File: src/rtl/sync_fifo_param.sv
// sync_fifo_param: parametrised single-clock FIFO used as a rate/burst buffer
// between a producer and a consumer sharing one clock. Provides an occupancy
// count, programmable almost-full/almost-empty thresholds, a registered read
// port with a one-cycle valid strobe, and sticky overflow/underflow flags.
module sync_fifo_param #(
  parameter int WIDTH     = 8,
  parameter int DEPTH     = 16,
  parameter int AF_THRESH = 12,
  parameter int AE_THRESH = 4
) (
  input  logic                     CLK,
  input  logic                     RSTn,
  input  logic                     clr_err,
  input  logic                     write,
  input  logic [WIDTH-1:0]         iData,
  input  logic                     read,
  output logic [WIDTH-1:0]         oData,
  output logic                     valid_o,
  output logic                     full,
  output logic                     empty,
  output logic                     almost_full,
  output logic                     almost_empty,
  output logic [$clog2(DEPTH):0]   count,
  output logic                     overflow,
  output logic                     underflow
);

  // Pointer width addresses the array; the count needs one extra bit so
  // that a completely full FIFO (DEPTH) is distinguishable from empty (0).
  localparam int AW = $clog2(DEPTH);
  localparam int CW = AW + 1;

  localparam logic [CW-1:0] DEPTH_C = CW'(DEPTH);
  localparam logic [CW-1:0] AF_C    = CW'(AF_THRESH);
  localparam logic [CW-1:0] AE_C    = CW'(AE_THRESH);

  // Storage array; deliberately not reset so it can map onto RAM.
  logic [WIDTH-1:0] mem_q [DEPTH];

  logic [AW-1:0]    wptr_q, wptr_d;
  logic [AW-1:0]    rptr_q, rptr_d;
  logic [CW-1:0]    count_q, count_d;
  logic [WIDTH-1:0] oData_q, oData_d;
  logic             valid_q, valid_d;
  logic             overflow_q, overflow_d;
  logic             underflow_q, underflow_d;

  logic fullInt;
  logic emptyInt;
  logic wrAcc;
  logic rdAcc;
  logic ovfEvent;
  logic unfEvent;

  // Status flags are decoded straight from the registered count so they move
  // on the same edge as the count itself.
  always_comb begin
    fullInt      = (count_q == DEPTH_C);
    emptyInt     = (count_q == '0);
    full         = fullInt;
    empty        = emptyInt;
    almost_full  = (count_q >= AF_C);
    almost_empty = (count_q <= AE_C);
    count        = count_q;
    oData        = oData_q;
    valid_o      = valid_q;
    overflow     = overflow_q;
    underflow    = underflow_q;
  end

  // Acceptance: a write into a full FIFO is still taken when a read frees a
  // slot in the same cycle; a read of an empty FIFO never falls through to
  // the word being written in that cycle.
  always_comb begin
    wrAcc    = write & (~fullInt | read);
    rdAcc    = read & ~emptyInt;
    ovfEvent = write & fullInt & ~read;
    unfEvent = read & emptyInt;
  end

  // Next-state for pointers, occupancy, read port and sticky error flags.
  always_comb begin
    wptr_d      = wptr_q;
    rptr_d      = rptr_q;
    count_d     = count_q;
    oData_d     = oData_q;
    valid_d     = 1'b0;
    overflow_d  = overflow_q;
    underflow_d = underflow_q;

    if (wrAcc) begin
      wptr_d = wptr_q + AW'(1);
    end

    if (rdAcc) begin
      rptr_d  = rptr_q + AW'(1);
      oData_d = mem_q[rptr_q];
      valid_d = 1'b1;
    end

    case ({wrAcc, rdAcc})
      2'b10:   count_d = count_q + CW'(1);
      2'b01:   count_d = count_q - CW'(1);
      default: count_d = count_q;
    endcase

    // Clearing is overridden by an error occurring in the same cycle.
    overflow_d  = (overflow_q & ~clr_err) | ovfEvent;
    underflow_d = (underflow_q & ~clr_err) | unfEvent;
  end

  // Control and read-port registers, asynchronously returned to idle by RSTn.
  always_ff @(posedge CLK or negedge RSTn) begin
    if (!RSTn) begin
      wptr_q      <= '0;
      rptr_q      <= '0;
      count_q     <= '0;
      oData_q     <= '0;
      valid_q     <= 1'b0;
      overflow_q  <= 1'b0;
      underflow_q <= 1'b0;
    end else begin
      wptr_q      <= wptr_d;
      rptr_q      <= rptr_d;
      count_q     <= count_d;
      oData_q     <= oData_d;
      valid_q     <= valid_d;
      overflow_q  <= overflow_d;
      underflow_q <= underflow_d;
    end
  end

  // Array write port; a write and a read of the same slot in one cycle
  // returns the old contents because the read samples before this update.
  always_ff @(posedge CLK) begin
    if (wrAcc) begin
      mem_q[wptr_q] <= iData;
    end
  end

endmodule
File: config.mk
export PLATFORM = sky130hd
export DESIGN_NAME = sync_fifo_param
export DESIGN_NICKNAME = d
export VERILOG_FILES = /design/src/rtl/sync_fifo_param.sv
export SDC_FILE = /design/constraint.sdc
export NUM_CORES = 1
export LEC_CHECK = 0
export ABC_CLOCK_PERIOD_IN_PS = 3100
export CAP_MARGIN = 5
export CORE_MARGIN = 3
export CORE_UTILIZATION = 59
export CTS_BUF_LIST = sky130_fd_sc_hd__clkbuf_16
export DETAILED_ROUTE_END_ITERATION = 10
export GPL_TIMING_DRIVEN = 1
export PLACE_DENSITY = 0.89
export SKIP_LAST_GASP = 1
export SYNTH_ARGS = -nofsm -noshare
export SYNTH_HDL_FRONTEND = slang
export SYNTH_SLANG_ARGS = --single-unit
File: constraint.sdc
create_clock -name CLK -period 3.1 [get_ports CLK]
set_input_delay 0.62 -clock CLK [delete_from_list [all_inputs] [get_ports CLK]]
set_output_delay 0.62 -clock CLK [all_outputs]
set_load 0.05 [all_outputs]
==> results of run 1 <==
-- cells in the final DEF, fill, tap and decap left out, types with 4 or more instances in the layout --
master,synthesis,layout
xnor2_1,7,7
o22ai_1,16,16
a21oi_1,12,12
mux4_2,32,32
clkdlybuf4s50_1,0,30
inv_1,7,8
xor2_1,6,6
bufinv_16,0,5
nor2_1,15,15
clkinv_2,0,4
buf_4,3,24
mux2_2,10,10
ha_1,8,8
clkbuf_16,0,17
dfrtp_1,24,23
nor3_1,5,5
nand2_1,8,8
edfxtp_1,128,128
-- metal layers --
metal	part of all wire, %	up-vias
met4	5.4	0
li1	-	1387
met3	8.4	54
met1	36	1628
met5	0	-
met2	50	175
-- worst max path at each step --
stage | start | end | slack [ns]
floorplan | count[1] | count[4] | 0.03
global placement | read | count[4] | 0.34
detailed placement | read | count[4] | 0.18
CTS | count[1] | empty | 0.27
global route | count[1] | count[4] | 0.13
finish | count[1] | empty | 0.28
-- sequential cells by signal, indices dropped and copies added, names as in the netlist --
| name | flops |
|---|---|
| overflow | 1 |
| wptr_q | 4 |
| mem_q | 128 |
| underflow | 1 |
| rptr_q | 4 |
| oData | 8 |
| count | 5 |
| valid_o | 1 |
-- area by class of cell --
cell class,instances,share of cell area [%]
clock buffer,17,5.85
tap,133,2.29
timing repair buffer,55,6.73
clock inverter,15,2.87
multi-input combinational,143,20.8
sequential,152,61.1
inverter,7,0.361
-- where the power goes --
part	internal, W	switching (W)
registers	0.00254	0.000365
clock network	0.00142	0.000787
logic	0.000999	0.00129
total	0.00495	0.00244
-- kinds of logic (layout without fill, tap and decap cells) --
kind of cell               Yosys count  after routing  synth area share [%]
muxes                               42             42                  13.7
and+or+nand+nor                     41             41                  3.56
xor gates and xnor gates            13             13                  1.87
adders and majority gates            8              8                  1.65
AOI/OAI and AO/OA                   39             39                  4.03
buffers and inverters               26             94                  2.12
DFF                                152            152                  73.1
-- per-stage QoR --
step,std cells,instance area [sq um]
6_report,522,7270
5_1_grt,522,7270
4_1_cts,522,7270
3_5_place_dp,490,6640
3_3_place_gp,490,6640
2_1_floorplan,321,6080
==> metrics.txt, run 1 <==
Hold WS 0.529 ns; Least-Margin Pin Slew 0.834 ns; placer congestion estimate 0.816; cell depth of the worst setup path 3; ys async rst share 15.8%; min cycle time layout 2.82 ns; ant diodes 0; Yosys cell types 34; pre-CTS setup slack 0.175 ns; die width 108 microns; Reg2Reg Setup Slack around 0.28 ns; Worst Path Arrival 2.20 ns; Avg Cell Area, Syn 18.9 sq um; clk_lat worst skew 0.42 ns; Critical Path, Cell by Cell or4_4 -> nor2_1 -> dlygate4sd2_1; final hold vios 0; Synth warnings 0; Avg Vias per Cell around 6.2; vias in the first global route ~3,500; HP Start overflow; CP Launch Type flop; CTS tree done; worst-path fanout max 9; Rows 36; FF-to-FF End count[4]; # hold bufs at CTS 0; Rel. slew slack 44.2%; Worst path top cell family by delay simple AND/OR/NAND/NOR gates; pin count of the biggest net entering global routing 23; grt met3 use 8.04%; RSZ-0062 raised after global routing false; Pre-antenna DRT Iters 4; P&R area growth vs syn 19.5%; Fmax achieved 354 MHz; Slew Limit Fails 0; number of buffers created by CTS 17; final setup margin 0.276 ns; Max-cap violations 0; Sequential cell area 4450 sq um; status completed; data required time of the worst path 2.48 ns; HP Class reg2reg; Synth area leaders edfxtp_1, mux4_2, dfrtp_1; Post-CTS Setup Bufs 0; overall global routing resource usage 26.4%; H-tree Lvls 4; initial antenna violation count 0; HPWL Detailed 8.19 mm; CP Capture Type output port; area leader, netlist edfxtp_1; hold depth 1; syn_nets 342; CTS root buffer clkbuf_16; hold endpoint overflow; num ports 33; fraction of the cycle the final worst path needs 91.1%; Die Y roughly 110 microns; area of the multi-input gates 1510 sq um; CTS resizes 1; Iteration-0 DRC Markers 340; DRT Wirelength 13.8 mm; grt peak-use layer met2; Buf/Inv on CP 1; Num Clock Sinks 152; grt met2 use 43.2%; Post-DRT Antenna Nets 0; Final Power 0.00739 W; Commonest cells post-synth edfxtp_1, mux4_2, dfrtp_1; Avg WL per Cell 26.5 microns; Post-Synthesis Cell Area 6080 sq um; DRC viols 0; slowest stage delay, CP 0.62 ns; setup_tns 0 ns; count of state elements after synthesis around 150; die area 11,600 sq um; worst r2r src count[1]; prevailing post-synth register cell edfxtp_1; Synth top area share 63.2%; P per Cell Area between 1000 and 1500 nW/um^2; CTS Buffer Depth 2; count leader, synth edfxtp_1; Gate Count Post-Synth 321; final core occ 73.4%; Slowest-stage cell, CP or4_4; final-stage net count between 300 and 400; # port buffers 32; Clock transition at path regs ~0.06 ns; WS Path Type reg2out; Initial Utilization between 60% and 70%; Post-synth EDFFs 128; Clock Skew 0.00646 ns; Leak Pwr 2.53 nW; VDD IR max 0.595 mV; M1 GR Usage a little under a third; # setup viols final 0; core area 9910 sq um; register area share after synthesis 73.1%; reg2reg path depth 10; layout cells sized above 1 26.5%; filler instances around 550; Vias 3,244; global route total overflow 0; first-pass GRT wire length 21.1 mm
Power figures use the tool's default switching activity.
==> run 2, diff against run 1 <==
--- a/config.mk
+++ b/config.mk
@@ -10,6 +10,7 @@
 export CORE_MARGIN = 3
 export CORE_UTILIZATION = 59
 export CTS_BUF_LIST = sky130_fd_sc_hd__clkbuf_16
+export CTS_CLUSTER_SIZE = 25
 export DETAILED_ROUTE_END_ITERATION = 10
 export GPL_TIMING_DRIVEN = 1
 export PLACE_DENSITY = 0.89
==> results of run 2 <==
No change in the layout: final DEF, timing and power equal those of run 1.
